--- src/rtl/sys_ctrl_pkg.sv ---
// Shared definitions for the system-control receive sequencer.
// Holds the FSM state encoding, frame command codes, the RF addresses
// used as ALU operands and the default response timeout.
package sys_ctrl_pkg;

    typedef enum logic [3:0] {
        IDLE     = 4'd0,
        WR_ADDR  = 4'd1,
        WR_DATA  = 4'd2,
        RD_ADDR  = 4'd3,
        RD_WAIT  = 4'd4,
        OP_A     = 4'd5,
        OP_B     = 4'd6,
        OP_FUN   = 4'd7,
        ALU_WAIT = 4'd8,
        TX_RD    = 4'd9,
        TX_LO    = 4'd10,
        TX_HI    = 4'd11
    } state_t;

    // First byte of a frame selects the command
    localparam logic [7:0] CMD_WR      = 8'hAA;  // addr, data
    localparam logic [7:0] CMD_RD      = 8'hBB;  // addr
    localparam logic [7:0] CMD_ALU_OP  = 8'hCC;  // A, B, fun
    localparam logic [7:0] CMD_ALU_NOP = 8'hDD;  // fun

    // The ALU always reads its operands from these register-file slots
    localparam int OPA_ADDR = 0;
    localparam int OPB_ADDR = 1;

    localparam int WAIT_MAX_DEF = 255;
    localparam int WAIT_CNT_W   = 8;

endpackage

--- src/rtl/sys_ctrl_rx.sv ---
// Purpose : decode UART RX command frames into RF writes/reads and ALU ops, return results to UART TX.
// Latency : every output registered; strobes one cycle after the triggering RX byte, TX byte one cycle after RF/ALU valid.
// Backpressure: TX_D_VLD and TX_P_DATA hold while TX_BUSY=1; RX bytes arriving while waiting or transmitting are dropped.
//
// Ports:
//   CLK, RST                          clock, synchronous active-high reset
//   RX_P_DATA/RX_D_VLD/RX_ERR         byte stream from the UART receiver
//   RF_ADDR/RF_WR_EN/RF_WR_DATA       register-file write port
//   RF_RD_EN/RF_RD_DATA/RF_RD_VLD     register-file read port
//   ALU_EN/ALU_FUN/ALU_OUT/ALU_OUT_VLD ALU command and result
//   CLK_GATE_EN                       ALU clock-gate enable
//   TX_P_DATA/TX_D_VLD/TX_BUSY        byte handoff to the UART transmitter
//   CMD_ERR                           one-cycle pulse on any frame abort
module sys_ctrl_rx
    import sys_ctrl_pkg::*;
#(
    parameter int ADDR_W   = 4,
    parameter int DATA_W   = 8,
    parameter int FUN_W    = 4,
    parameter int WAIT_MAX = WAIT_MAX_DEF
) (
    input  logic                CLK,
    input  logic                RST,
    input  logic [DATA_W-1:0]   RX_P_DATA,
    input  logic                RX_D_VLD,
    input  logic                RX_ERR,
    output logic [ADDR_W-1:0]   RF_ADDR,
    output logic                RF_WR_EN,
    output logic [DATA_W-1:0]   RF_WR_DATA,
    output logic                RF_RD_EN,
    input  logic [DATA_W-1:0]   RF_RD_DATA,
    input  logic                RF_RD_VLD,
    output logic                ALU_EN,
    output logic [FUN_W-1:0]    ALU_FUN,
    input  logic [2*DATA_W-1:0] ALU_OUT,
    input  logic                ALU_OUT_VLD,
    output logic                CLK_GATE_EN,
    output logic [DATA_W-1:0]   TX_P_DATA,
    output logic                TX_D_VLD,
    input  logic                TX_BUSY,
    output logic                CMD_ERR
);

    state_t                  state, nxt;
    logic [ADDR_W-1:0]       wr_addr;
    logic [WAIT_CNT_W-1:0]   wait_cnt;
    logic [DATA_W-1:0]       alu_hi;

    logic byte_ok, byte_err, tx_acc, in_wait, timeout, bad_cmd, abort;

    // Next-cycle values of the registered outputs
    logic [ADDR_W-1:0] rf_addr_d;
    logic [DATA_W-1:0] rf_wr_data_d, tx_data_d, alu_hi_d;
    logic [FUN_W-1:0]  alu_fun_d;
    logic              rf_wr_en_d, rf_rd_en_d, alu_en_d, gate_d, tx_vld_d, cmd_err_d;

    assign byte_ok  = RX_D_VLD & ~RX_ERR;
    assign byte_err = RX_D_VLD & RX_ERR;
    assign tx_acc   = TX_D_VLD & ~TX_BUSY;
    assign in_wait  = (state == RD_WAIT) || (state == ALU_WAIT);

    // A response arriving in the last allowed cycle wins over the timeout
    assign timeout = (((state == RD_WAIT) && !RF_RD_VLD) ||
                      ((state == ALU_WAIT) && !ALU_OUT_VLD)) &&
                     (wait_cnt == WAIT_CNT_W'(WAIT_MAX - 1));

    assign bad_cmd = (state == IDLE) && byte_ok &&
                     (RX_P_DATA != CMD_WR) && (RX_P_DATA != CMD_RD) &&
                     (RX_P_DATA != CMD_ALU_OP) && (RX_P_DATA != CMD_ALU_NOP);

    // All abort causes merge here, so coincident causes give one CMD_ERR pulse
    assign abort = byte_err | timeout | bad_cmd;

    // State register, wait counter and frame address latch
    always_ff @(posedge CLK) begin
        if (RST) begin
            state    <= IDLE;
            wait_cnt <= '0;
            wr_addr  <= '0;
        end else begin
            state <= nxt;
            // Held at zero outside the wait states, so it starts at zero on entry
            if (!in_wait)
                wait_cnt <= '0;
            else if (wait_cnt != '1)
                wait_cnt <= wait_cnt + 1'b1;
            if (state == WR_ADDR && byte_ok)
                wr_addr <= RX_P_DATA[ADDR_W-1:0];
        end
    end

    // Next-state logic
    always_comb begin
        nxt = state;
        if (abort) begin
            nxt = IDLE;
        end else begin
            case (state)
                IDLE: if (byte_ok) begin
                    case (RX_P_DATA)
                        CMD_WR:      nxt = WR_ADDR;
                        CMD_RD:      nxt = RD_ADDR;
                        CMD_ALU_OP:  nxt = OP_A;
                        CMD_ALU_NOP: nxt = OP_FUN;
                        default:     nxt = IDLE;
                    endcase
                end
                WR_ADDR:  if (byte_ok)     nxt = WR_DATA;
                WR_DATA:  if (byte_ok)     nxt = IDLE;
                RD_ADDR:  if (byte_ok)     nxt = RD_WAIT;
                RD_WAIT:  if (RF_RD_VLD)   nxt = TX_RD;
                OP_A:     if (byte_ok)     nxt = OP_B;
                OP_B:     if (byte_ok)     nxt = OP_FUN;
                OP_FUN:   if (byte_ok)     nxt = ALU_WAIT;
                ALU_WAIT: if (ALU_OUT_VLD) nxt = TX_LO;
                TX_RD:    if (tx_acc)      nxt = IDLE;
                TX_LO:    if (tx_acc)      nxt = TX_HI;
                TX_HI:    if (tx_acc)      nxt = IDLE;
                default:                   nxt = IDLE;
            endcase
        end
    end

    // Output logic: data-type outputs hold their last value, strobes default low
    always_comb begin
        rf_addr_d    = RF_ADDR;
        rf_wr_data_d = RF_WR_DATA;
        alu_fun_d    = ALU_FUN;
        tx_data_d    = TX_P_DATA;
        tx_vld_d     = TX_D_VLD;
        alu_hi_d     = alu_hi;
        rf_wr_en_d   = 1'b0;
        rf_rd_en_d   = 1'b0;
        alu_en_d     = 1'b0;
        cmd_err_d    = 1'b0;
        gate_d       = (nxt == OP_FUN) || (nxt == ALU_WAIT);
        if (abort) begin
            cmd_err_d = 1'b1;
            tx_vld_d  = 1'b0;
        end else begin
            case (state)
                WR_DATA: if (byte_ok) begin
                    rf_wr_en_d   = 1'b1;
                    rf_addr_d    = wr_addr;
                    rf_wr_data_d = RX_P_DATA;
                end
                RD_ADDR: if (byte_ok) begin
                    rf_rd_en_d = 1'b1;
                    rf_addr_d  = RX_P_DATA[ADDR_W-1:0];
                end
                OP_A: if (byte_ok) begin
                    rf_wr_en_d   = 1'b1;
                    rf_addr_d    = ADDR_W'(OPA_ADDR);
                    rf_wr_data_d = RX_P_DATA;
                end
                OP_B: if (byte_ok) begin
                    rf_wr_en_d   = 1'b1;
                    rf_addr_d    = ADDR_W'(OPB_ADDR);
                    rf_wr_data_d = RX_P_DATA;
                end
                OP_FUN: if (byte_ok) begin
                    alu_en_d  = 1'b1;
                    alu_fun_d = RX_P_DATA[FUN_W-1:0];
                end
                RD_WAIT: if (RF_RD_VLD) begin
                    tx_vld_d  = 1'b1;
                    tx_data_d = RF_RD_DATA;
                end
                ALU_WAIT: if (ALU_OUT_VLD) begin
                    tx_vld_d  = 1'b1;
                    tx_data_d = ALU_OUT[DATA_W-1:0];
                    alu_hi_d  = ALU_OUT[2*DATA_W-1:DATA_W];
                end
                TX_RD: if (tx_acc) tx_vld_d = 1'b0;
                // Low byte accepted: present the high byte straight away
                TX_LO: if (tx_acc) tx_data_d = alu_hi;
                TX_HI: if (tx_acc) tx_vld_d = 1'b0;
                default: ;
            endcase
        end
    end

    // Output register
    always_ff @(posedge CLK) begin
        if (RST) begin
            RF_ADDR     <= '0;
            RF_WR_EN    <= 1'b0;
            RF_WR_DATA  <= '0;
            RF_RD_EN    <= 1'b0;
            ALU_EN      <= 1'b0;
            ALU_FUN     <= '0;
            CLK_GATE_EN <= 1'b0;
            TX_P_DATA   <= '0;
            TX_D_VLD    <= 1'b0;
            CMD_ERR     <= 1'b0;
            alu_hi      <= '0;
        end else begin
            RF_ADDR     <= rf_addr_d;
            RF_WR_EN    <= rf_wr_en_d;
            RF_WR_DATA  <= rf_wr_data_d;
            RF_RD_EN    <= rf_rd_en_d;
            ALU_EN      <= alu_en_d;
            ALU_FUN     <= alu_fun_d;
            CLK_GATE_EN <= gate_d;
            TX_P_DATA   <= tx_data_d;
            TX_D_VLD    <= tx_vld_d;
            CMD_ERR     <= cmd_err_d;
            alu_hi      <= alu_hi_d;
        end
    end

endmodule

--- config.mk ---
export PLATFORM = sky130hd
export DESIGN_NAME = sys_ctrl_rx
export DESIGN_NICKNAME = d
export VERILOG_FILES = /design/src/rtl/sys_ctrl_pkg.sv /design/src/rtl/sys_ctrl_rx.sv
export SDC_FILE = /design/constraint.sdc
export NUM_CORES = 1
export LEC_CHECK = 0
export CAP_MARGIN = 40
export CORE_MARGIN = 2
export CORE_UTILIZATION = 45
export CTS_BUF_LIST = sky130_fd_sc_hd__clkbuf_8
export CTS_CLUSTER_SIZE = 24
export DETAILED_ROUTE_END_ITERATION = 6
export HOLD_SLACK_MARGIN = 0.03
export PLACE_DENSITY = 0.82
export REMOVE_ABC_BUFFERS = 1
export SETUP_SLACK_MARGIN = 0.2
export SYNTH_ARGS = -nofsm -noshare
export SYNTH_HDL_FRONTEND = slang
export SYNTH_SLANG_ARGS = --single-unit
export TNS_END_PERCENT = 50
--- constraint.sdc ---
create_clock -name CLK -period 4.8 [get_ports CLK]
set_input_delay 1.2 -clock CLK [delete_from_list [all_inputs] [get_ports CLK]]
set_output_delay 1.2 -clock CLK [all_outputs]
set_load 0.1 [all_outputs]
; ---- Word level (Yosys, flattened, before mapping)
; Index checks and enable logic that the tools add are counted.
; W data, S select, Z words.
[word_totals]
ff_bits = 54
out_inout_bits = 30
[classes]
n_addsub = 1
eq_ne = 31
n_mux = 29
n_bitwise = 12
reduce_logical = 31
[ops]
columns = cell, count
row1 = $mux W4, 16
row2 = $pmux W4 S11, 1
row3 = $eq A8 B8 Y1 const B, 5
row4 = $ne A8 B8 Y1 const B, 5
row5 = $mux W8, 3
row6 = $pmux W8 S3, 1
row7 = $eq A4 B3 Y1 const B, 5
row8 = $eq A4 B4 Y1 const B, 5
row9 = $pmux W4 S4, 1
row10 = $ne A2 B2 Y1 const B, 7
row11 = $pmux W3 S4, 1
row12 = $reduce_or A3 Y1, 4
row13 = $logic_and A1 B1 Y1, 9
row14 = $reduce_and A3 Y1, 3
row15 = $add A8 B1 Y8 const B, 1
row16 = $eq A4 B2 Y1 const B, 2
row17 = $not A1 Y1, 7
row18 = $reduce_and A6 Y1, 1
row19 = $reduce_bool A3 Y1, 2
row20 = $reduce_or A2 Y1, 3
row21 = $mux W1, 5
row22 = $reduce_and A5 Y1, 1
row23 = $eq A4 B1 Y1 const B, 1
row24 = $logic_not A4 Y1, 1
row25 = 8 further kinds, 14

; ---- Longest topological paths before layout
; Gate-level depths: netlist (run 1).
[logic_depth]
ltp_word = 11
depth_mapped = 9

; ---- Worst setup path before layout (run 1)
; OpenSTA, ideal clock, no wires.
[synth_path]
kind = input port to flip-flop
startpoint = input RX_D_VLD
endpoint = register CLK_GATE_EN
t_arrival_ns = 2.518
setup_slack_ns = 2.209
stages = 7
path_cell_list = nor2b_2 -> buf_4 -> o22ai_2 -> a21o_1 -> a2111o_1 -> mux2_4 -> nor3b_2
[synth_between]
elab_chain_cells = 10
word_cells_on_any_way = 21
classes_between = 2 x eq/ne / 9 x mux / 4 x bitwise / 6 x reduce/logical
[synth_lines]
columns = item, line_no
row1 = from (decl), sys_ctrl_rx.sv:25  ; input logic RX_D_VLD,
row2 = $and A1 B1 Y1, sys_ctrl_rx.sv:57  ; assign byte_ok = RX_D_VLD & ~RX_ERR;
row3 = $logic_and A1 B1 Y1 (2 in series), sys_ctrl_rx.sv:67  ; assign bad_cmd = (state == IDLE) && byte_ok &&
row4 = $logic_and A1 B1 Y1 (2 in series), sys_ctrl_rx.sv:68  ; (RX_P_DATA != CMD_WR) && (RX_P_DATA != CMD_RD) &&
row5 = $logic_and A1 B1 Y1, sys_ctrl_rx.sv:69  ; (RX_P_DATA != CMD_ALU_OP) && (RX_P_DATA != CMD_ALU_NOP);
row6 = $or A1 B1 Y1, sys_ctrl_rx.sv:72  ; assign abort = byte_err | timeout | bad_cmd;
row7 = $mux W4 *, sys_ctrl_rx.sv:95  ; if (abort) begin
row8 = $eq A4 B3 Y1 or $eq A4 B4 Y1 (tied branches), sys_ctrl_rx.sv:136  ; gate_d = (nxt == OP_FUN) || (nxt == ALU_WAIT);
row9 = $logic_or A1 B1 Y1 *, sys_ctrl_rx.sv:136
row10 = to (signal assigned), sys_ctrl_rx.sv:204  ; CLK_GATE_EN <= gate_d;
row11 = to (decl), sys_ctrl_rx.sv:37  ; output logic CLK_GATE_EN,
; Every way passes the cells marked *; elsewhere a longest branch is shown, timed or not.
; A chain may end at the register's enable or synchronous reset.

; ---- Final worst setup path (run 1)
[layout_path]
startpoint = input RX_ERR
endpoint = register CLK_GATE_EN
[layout_between]
elab_chain_cells = 11
word_cells_on_any_way = 22
classes_between = 2 x eq/ne / 9 x mux / 5 x bitwise / 6 x reduce/logical
[layout_lines]
columns = item, line_no
row1 = from (decl), sys_ctrl_rx.sv:26  ; input logic RX_ERR,
row2 = $not A1 Y1, sys_ctrl_rx.sv:57
row3 = $and A1 B1 Y1, sys_ctrl_rx.sv:57
row4 = $logic_and A1 B1 Y1 (2 in series), sys_ctrl_rx.sv:67
row5 = $logic_and A1 B1 Y1 (2 in series), sys_ctrl_rx.sv:68
row6 = $logic_and A1 B1 Y1, sys_ctrl_rx.sv:69
row7 = $or A1 B1 Y1, sys_ctrl_rx.sv:72
row8 = $mux W4 *, sys_ctrl_rx.sv:95
row9 = $eq A4 B3 Y1 or $eq A4 B4 Y1 (tied branches), sys_ctrl_rx.sv:136
row10 = $logic_or A1 B1 Y1 *, sys_ctrl_rx.sv:136
; Marks and branches as above.

==> impl_metrics.ini, run 1 <==
[status]
status = complete, no violations

[sta]
tightest_slew_ns = 0.741
fin_ws_ns = 1.59
rsz0062_at_grt = no
final_max_slew_viol_count = 0
hold_viol_final = 0
setup_viol = 0
fmax_mhz = 312
period_minus_slack_ns = 3.21
setup_tns_ns = 0
finClkSkew_ns = 0.00396
slew_headroom_pct = 50.5
min_period_over_period_pct = 66.8

[pwr]
power_density_nw_per_um2 = 206
power.total_mw = 0.828
p_leak_nw = 1.53
peakVddDrop_mv = 0.166

[logic_synthesis]
async_flop_share_pct = 0
postSynthAreaPerCell_um2 = 8.94
synth_edf_count = 0
syn_area_um2 = 2730
synth_cells = 305
ys_seq_elements = 54
ys_warn_count = 0
ys_top_cells_by_count = dfxtp_1, nor2_1, mux2i_1
synth_cell_type_count = 61
synth_area_leader_cell = dfxtp_1
synthFlopType = dfxtp_1
synth_area_leaders = dfxtp_1, mux2i_1, nor2_1
seq_area_frac_synth_pct = 39.6
synth.top_cell.area_share_pct = 39.6
synth.most_common_cell = dfxtp_1

[worst_hold_path]
min_path_type = flip-flop to flip-flop

[clock_tree]
htreeDepth = 2
clock_path_buffers = 2
ctsResizeCount = 0
clk_latency_ns = 0.31
clkTransAtPathRegs_ns = 0.09
numClockSinks = 54
postCtsHoldBufs = 0
cts-root-buf = clkbuf_8
cts_tree = done
cts_buffers = 5
cts_setup_buffers = 0

[critical_path]
reg2reg_depth = 6
endpoint = CLK_GATE_EN$_SDFF_PP0_
required_ns = 5.04
worst-path-max-fanout = 7
timing.rr.end = CLK_GATE_EN$_SDFF_PP0_
cp-end-kind = flip-flop
r2r_slack_ns = 2.42
critPathLaunchType = input pin
crit_type = input pin to flip-flop
critPathArrivalTime_ns = 3.44
reg2reg_from = state[2]$_SDFF_PP0_
crit_start = RX_ERR

[finish]
fin_nets = 433
final_util_pct = 68.3
fillers = 462
drive_gt1_share_pct = 14.0
area_growth_pct = 47.3
diodes = 0
stdcell_count = 467

[global_routing]
grt_max_degree = 43
grt.total_usage_pct = 22.5
grt_pass1_vias = 2529
grt-ovfl-total = 0
antenna_found_initial = 0
grt_pass1_wl_um = 11700

[place]
io_buffers = 68
dpl_worst_slack_ns = 1.29
hpwl_um = 5270
gp_congestion = 0.832
dp_cells = 460

[floorplan]
die_y_um = 81.9
pin_count = 69
die_w_um = 81.9
coreArea_um2 = 5890
placementRows = 28
start_util_pct = 46.3
dieArea_um2 = 6700

[detailed_routing]
ant_nets = 0
wire_per_inst_um = 15.4
postRouteWirelength_um = 7190
dr_total_vias = 2560
drt_iter0_markers = 198
drt_first_pass_iters = 4
drc = 0
vias_per_cell = 5.48

[run]
cap_violations = 0
==> area by class of cell <==
| cell class | instances | area [um^2] | area share [%] |
|---|---|---|---|
| Multi-Input combinational cell | 228 | 1530 | 38.0 |
| Sequential cell | 54 | 1080 | 26.9 |
| Clock inverter | 1 | 30.0 | 0.747 |
| Timing Repair Buffer | 100 | 1190 | 29.6 |
| Clock buffer | 6 | 82.6 | 2.05 |
| Inverter | 3 | 11.3 | 0.280 |
| Tap cell | 75 | 93.8 | 2.33 |
==> layer usage <==
layer	global-route usage (%)	vias to the layer above	part of all wire, %
met4	10.7	0	2.9
met1	26.2	1211	40
met2	39.6	77	53
met5	0	-	0
met3	4.29	19	4.6
li1	-	1253	-
==> cells by family after synthesis <==
kind of cell | share of synthesized area (%)
adders and majority gates | 0.917
and+or+nand+nor | 22.7
DFF | 39.6
muxes | 13.4
buffers and inverters | 4.31
AOI/OAI and AO/OA | 17.1
xor gates and xnor gates | 1.93
==> power breakdown <==
part           leakage [nW]  internal (mW)  switching (mW)
logic                  1.04         0.0379          0.0305
registers             0.435          0.448        0.000302
clock network        0.0573          0.167           0.145
==> stage by stage <==
stage / cell area (um^2) / hold WS [ns]
floorplan: 2620 / 0.451
global placement: 3400 / 0.443
detailed placement: 3910 / 0.451
CTS: 4020 / 0.461
global route: 4020 / 0.477
finish: 4020 / 0.457
==> how the worst min path moves through the flow <==
| stage | depth (start not counted) | to | startpoint |
|---|---|---|---|
| floorplan | 2 | wait_cnt[4]$_SDFFE_PP0P_ | wait_cnt[4]$_SDFFE_PP0P_ |
| global placement | 2 | TX_P_DATA[4]$_SDFFE_PP0P_ | TX_P_DATA[4]$_SDFFE_PP0P_ |
| detailed placement | 2 | RF_ADDR[0]$_SDFFE_PP0P_ | RF_ADDR[0]$_SDFFE_PP0P_ |
| CTS | 2 | TX_P_DATA[7]$_SDFFE_PP0P_ | TX_P_DATA[7]$_SDFFE_PP0P_ |
| global route | 2 | TX_P_DATA[4]$_SDFFE_PP0P_ | TX_P_DATA[4]$_SDFFE_PP0P_ |
| finish | 2 | TX_P_DATA[7]$_SDFFE_PP0P_ | TX_P_DATA[7]$_SDFFE_PP0P_ |
==> sequential cells by signal (all words and copies together) (netlist names), 4 cells and up <==
| signal | cells |
|---|---|
| wait_cnt | 8 |
| state | 4 |
| RF_ADDR | 4 |
| RF_WR_DATA | 8 |
| ALU_FUN | 4 |
| wr_addr | 4 |
| TX_P_DATA | 8 |
| alu_hi | 8 |
==> layout by cell type, fill, tap and decap left out, types with 5 or more instances in the layout <==
cell type        synthesis  final
nor2b_1                  5      5
nor2_1                  50     50
a211o_1                  9      9
a21oi_1                 19     19
mux2i_1                 35     35
nor3_1                   5      5
o21ai_0                  9      9
clkbuf_8                 0      6
nand2_1                 23     23
clkdlybuf4s50_1          0     68
buf_8                    0     28
nand3_1                  7      7
dfxtp_1                 54     54
==> worst max-delay path: stages <==
cell	delay, ns
clkdlybuf4s50_1	0.52
nor2b_2	0.31
a21oi_1	0.13
a2111oi_0	0.66
o21bai_1	0.16
mux2_4	0.28
nor3b_2	0.17
No activity file was read; power rests on OpenSTA's default activity.
==> run 2: changes to the inputs <==
- PLACE_DENSITY: 0.82 -> 0.85
- clock period: 4.8 -> 2.59 ns (I/O delays scaled with it)
==> run 2 against run 1 <==
First-iteration DRC count is 17% higher. Wire length down 10%. Sequential share of layout area is 2.8 points higher. Power increased by 75%. Clock skew down 0.0016 ns. Largest cell class unchanged.
==> impl_metrics.ini, run 2 (synthesis results as in run 1) <==
[status]
status = complete, no violations

[detailed_routing]
vias_per_cell = 5.30
wire_per_inst_um = 14.0
postRouteWirelength_um = 6450
dr_total_vias = 2440
ant_nets = 0
drt_iter0_markers = 231
drt_first_pass_iters = 4
drc = 0

[global_routing]
grt-ovfl-total = 0
grt_pass1_vias = 2322
grt_max_degree = 33
antenna_found_initial = 0
grt_pass1_wl_um = 10900
grt.total_usage_pct = 20.8

[sta]
tightest_slew_ns = 0.596
hold_viol_final = 0
finClkSkew_ns = 0.00237
final_max_slew_viol_count = 0
rsz0062_at_grt = yes
slew_headroom_pct = 60.2
min_period_over_period_pct = 88.2
fmax_mhz = 438
period_minus_slack_ns = 2.29
setup_viol = 0
fin_hold_ws_ns = 0.460

[finish]
area_growth_pct = 33.3
diodes = 0
fin_nets = 425
final_util_pct = 61.8
final_common_cell = dfxtp_1
layout_common_cells = dfxtp_1, buf_4, nor2_1
drive_gt1_share_pct = 20.5

[critical_path]
reg2reg_depth = 7
reg2reg_from = state[3]$_SDFF_PP0_
cp_slowest_cell = clkdlybuf4s50_1
endpoint = CLK_GATE_EN$_SDFF_PP0_
r2r_slack_ns = 0.51
worst-path-max-fanout = 4
required_ns = 2.83
worst-path-stages = 7
crit_start = RX_P_DATA[1]
cp-end-kind = flip-flop
timing.rr.end = TX_P_DATA[6]$_SDFFE_PP0P_
cpPeakStageDelay_ns = 0.53
critical-path-top-delay-family = compound AO/OA/AOI/OAI gates
cp_num_buf_inv = 1
crit_type = input pin to flip-flop
critPathLaunchType = input pin
critPathArrivalTime_ns = 2.53
crit_chain = clkdlybuf4s50_1, and4bb_1, o2111ai_1, nor2_1, a2111o_1, mux2_4, nor3b_2

[clock_tree]
cts-root-buf = clkbuf_8
cts_buffers = 5
htreeDepth = 2
ctsResizeCount = 0
postCtsHoldBufs = 0
clock_path_buffers = 2
clk_latency_ns = 0.31
cts_tree = done
clkTransAtPathRegs_ns = 0.09
numClockSinks = 54
cts_setup_buffers = 0

[floorplan]
pin_count = 69
die_w_um = 81.9
coreArea_um2 = 5890
dieArea_um2 = 6700
placementRows = 28
start_util_pct = 46.3
die_y_um = 81.9

[place]
io_buffers = 68
gp_congestion = 0.942
hpwl_um = 4770

[pwr]
p_leak_nw = 1.48
power_density_nw_per_um2 = 398
peakVddDrop_mv = 0.237
power.total_mw = 1.45

[run]
cap_violations = 0

[worst_hold_path]
min_path_type = flip-flop to flip-flop
[run 2: changes by cell type in the layout (fill, tap and decap cells not counted), sizes merged]
cell,delta
bufinv,-1
inv,+1
clkinv,+1
buf,+22
clkdlybuf4s50,-30
[run 2: how the worst min path moves through the flow]
stage | start | to | slack, ns | depth (start not counted)
5_1_grt | TX_P_DATA[1]$_SDFFE_PP0P_ | TX_P_DATA[1]$_SDFFE_PP0P_ | 0.48 | 2
2_1_floorplan | wait_cnt[4]$_SDFFE_PP0P_ | wait_cnt[4]$_SDFFE_PP0P_ | 0.45 | 2
4_1_cts | TX_P_DATA[7]$_SDFFE_PP0P_ | TX_P_DATA[7]$_SDFFE_PP0P_ | 0.46 | 2
3_5_place_dp | TX_P_DATA[7]$_SDFFE_PP0P_ | TX_P_DATA[7]$_SDFFE_PP0P_ | 0.45 | 2
3_3_place_gp | TX_P_DATA[7]$_SDFFE_PP0P_ | TX_P_DATA[7]$_SDFFE_PP0P_ | 0.44 | 2
6_report | TX_P_DATA[1]$_SDFFE_PP0P_ | TX_P_DATA[1]$_SDFFE_PP0P_ | 0.46 | 2
[run 2: worst register-to-register path: cells and delay by family (launching register included)]
kind	cells	cell delay, ns
and+or+nand+nor	3	0.66
buffers and inverters	2	0.50
DFF	1	0.47
AOI/OAI and AO/OA	2	0.39
[run 2: layout make-up]
type,count,area (um^2)
fillers,512,2250
clock inverters,2,8.76
repair buffers,92,811
inverters,3,11.3
well taps,75,93.8
multi-input cells,228,1550
flip-flops and latches,54,1080
clock buffers,6,82.6
[run 2: per-layer routing]
metal | global-route usage (%) | wire length (um)
met4 | 6.50 | 70
met1 | 28.0 | 3080
met5 | 0 | 0
met2 | 33.5 | 3100
met3 | 3.96 | 203
[run 2: metrics by stage]
step	setup slack, ns	cells	TNS, ns	cell area (um^2)
after global routing	0.187	460	0	3630
after global placement	-0.0186	452	-0.0186	3530
final	0.304	460	0	3630
after CTS	0.271	460	0	3620
after detailed placement	-0.00896	452	-0.0159	3530
after floorplan	0.205	285	0	2620
[run 2: report_power, final]
group	switching [mW]	internal [mW]	leakage, nW
clock network	0.269	0.212	0.0524
logic	0.0571	0.0785	0.992
registers	0.000445	0.830	0.435
==> run 3: changes to the inputs <==
- CORE_UTILIZATION: 45 -> 46
- PLACE_DENSITY: 0.85 -> 0.87
==> run 3 against run 2 <==
Count of clock-buffer cells in the layout stayed put. Largest power group unchanged. Combinational power hardly changed. Maximum frequency is 2.6% lower. Sequential cell count stayed put. Sequential share of layout area hardly changed. Core utilization is 0.77 points higher. Cell count is 0.22% higher. Setup slack worse by 0.061 ns. Register-to-register slack worse by 0.14 ns. Global-route usage is 0.085 points higher. Sequential power hardly changed. Clock skew is 0.0021 ns higher.
==> impl_metrics.ini, run 3 (synthesis results as in run 1) <==
[finish]
final_util_pct = 62.5
area_growth_pct = 33.3
fin_nets = 426
multi_input_area_um2 = 1540
layout.area.seq_um2 = 1080
design_area_um2 = 3640
final_common_cell = dfxtp_1
layout_common_cells = dfxtp_1, buf_4, nor2_1
drive_gt1_share_pct = 20.7
fillers = 506
diodes = 0

[place]
placedInstanceArea_um2 = 3530
dpl_worst_slack_ns = -0.0359
hpwl_um = 4880
io_buffers = 68
gp_congestion = 0.947

[sta]
slew_headroom_pct = 59.5
final_max_slew_viol_count = 0
rsz0062_at_grt = yes
fmax_mhz = 426
hold_viol_final = 0
finClkSkew_ns = 0.00447
period_minus_slack_ns = 2.35
setup_viol = 0
fin_ws_ns = 0.244
fin_hold_ws_ns = 0.462
tightest_slew_ns = 0.607
min_period_over_period_pct = 90.6

[global_routing]
grt_pass1_wl_um = 10700
grt-ovfl-total = 0
antenna_found_initial = 0
grt_pass1_vias = 2308
grt.total_usage_pct = 20.8
grt_max_degree = 38

[clock_tree]
cts_buffers = 5
clk_latency_ns = 0.31
cts_tree = done
htreeDepth = 2
numClockSinks = 54
cts-root-buf = clkbuf_8
clkTransAtPathRegs_ns = 0.10
clock_path_buffers = 2
cts_setup_buffers = 0

[detailed_routing]
drc = 0
ant_nets = 0
vias_per_cell = 5.30
drt_first_pass_iters = 4
dr_total_vias = 2445
postRouteWirelength_um = 6540
drt_iter0_markers = 184
wire_per_inst_um = 14.2

[floorplan]
coreArea_um2 = 5820
placementRows = 28
die_w_um = 81.0
start_util_pct = 46.9
die_y_um = 81.0
pin_count = 69
dieArea_um2 = 6560

[pwr]
peakVddDrop_mv = 0.299
p_leak_nw = 1.47
power_density_nw_per_um2 = 401

[critical_path]
reg2reg_depth = 7
worst-path-max-fanout = 4
crit_type = input pin to flip-flop
cp-end-kind = flip-flop
critPathArrivalTime_ns = 2.58
critPathLaunchType = input pin
required_ns = 2.83

[run]
cap_violations = 0

[worst_hold_path]
min_path_type = flip-flop to flip-flop
whs_path_depth = 2

[status]
status = complete, no violations
-- run 3: cell types whose count changed in the layout (fill, tap and decap cells not counted) --
cell	change
a2111oi_1	+1
a2111oi_2	-1
buf_4	+1
clkinvlp_4	+1
inv_1	-1
nor2b_2	+1
nor2b_4	-1
-- run 3: path summary, 6_finish.rpt --
path,start,to,slack (ns)
setup / recovery,RX_D_VLD,CLK_GATE_EN$_SDFF_PP0_,0.24
hold / removal,TX_P_DATA[5]$_SDFFE_PP0P_,TX_P_DATA[5]$_SDFFE_PP0P_,0.46
setup reg to reg,state[3]$_SDFF_PP0_,TX_P_DATA[2]$_SDFFE_PP0P_,0.37
hold reg to reg,TX_P_DATA[5]$_SDFFE_PP0P_,TX_P_DATA[5]$_SDFFE_PP0P_,0.46
-- run 3: layout make-up --
cell class                 count  area share, %
multi-input combinational    228           42.3
sequential                    54           29.7
timing repair buffer          93           22.5
tap                           75           2.58
clock buffer                   6           2.27
clock inverter                 2          0.344
inverter                       3          0.310
-- run 3: routing by layer --
metal / vias up / track usage (%) / part of all wire (%)
li1: 1233 / - / -
met1: 1145 / 28.3 / 45
met2: 56 / 33.0 / 48
met3: 11 / 3.22 / 4.6
met4: 0 / 8.81 / 2.3
met5: - / 0 / 0
-- run 3: what timing repair did --
action	CTS	global route
resized for setup	0	2
hold buffers	0	0
endpoints found under the hold margin	0	0
endpoints found under the setup margin	0	3
-- run 3: critical path: stages --
cell and delay, ns:
clkdlybuf4s50_1 0.49, nor2b_2 0.24, o22ai_2 0.09, a21o_1 0.19, a2111o_1 0.45, mux2_4 0.32
nor3b_2 0.16
-- run 3: through the flow --
| step | TNS [ns] | power, mW | cells |
|---|---|---|---|
| finish | 0 | 1.46 | 461 |
| global route | 0 | 1.51 | 461 |
| CTS | 0 | 1.47 | 461 |
| detailed placement | -0.0579 | 0.986 | 453 |
| global placement | 0 | 0.983 | 453 |
| floorplan | 0 | 0.885 | 285 |
-- run 3: where the power goes --
part / total, mW / internal [mW] / switching (mW)
Clock: 0.490 / 0.215 / 0.275
Sequential: 0.831 / 0.831 / 0.000471
Combinational: 0.136 / 0.0797 / 0.0566
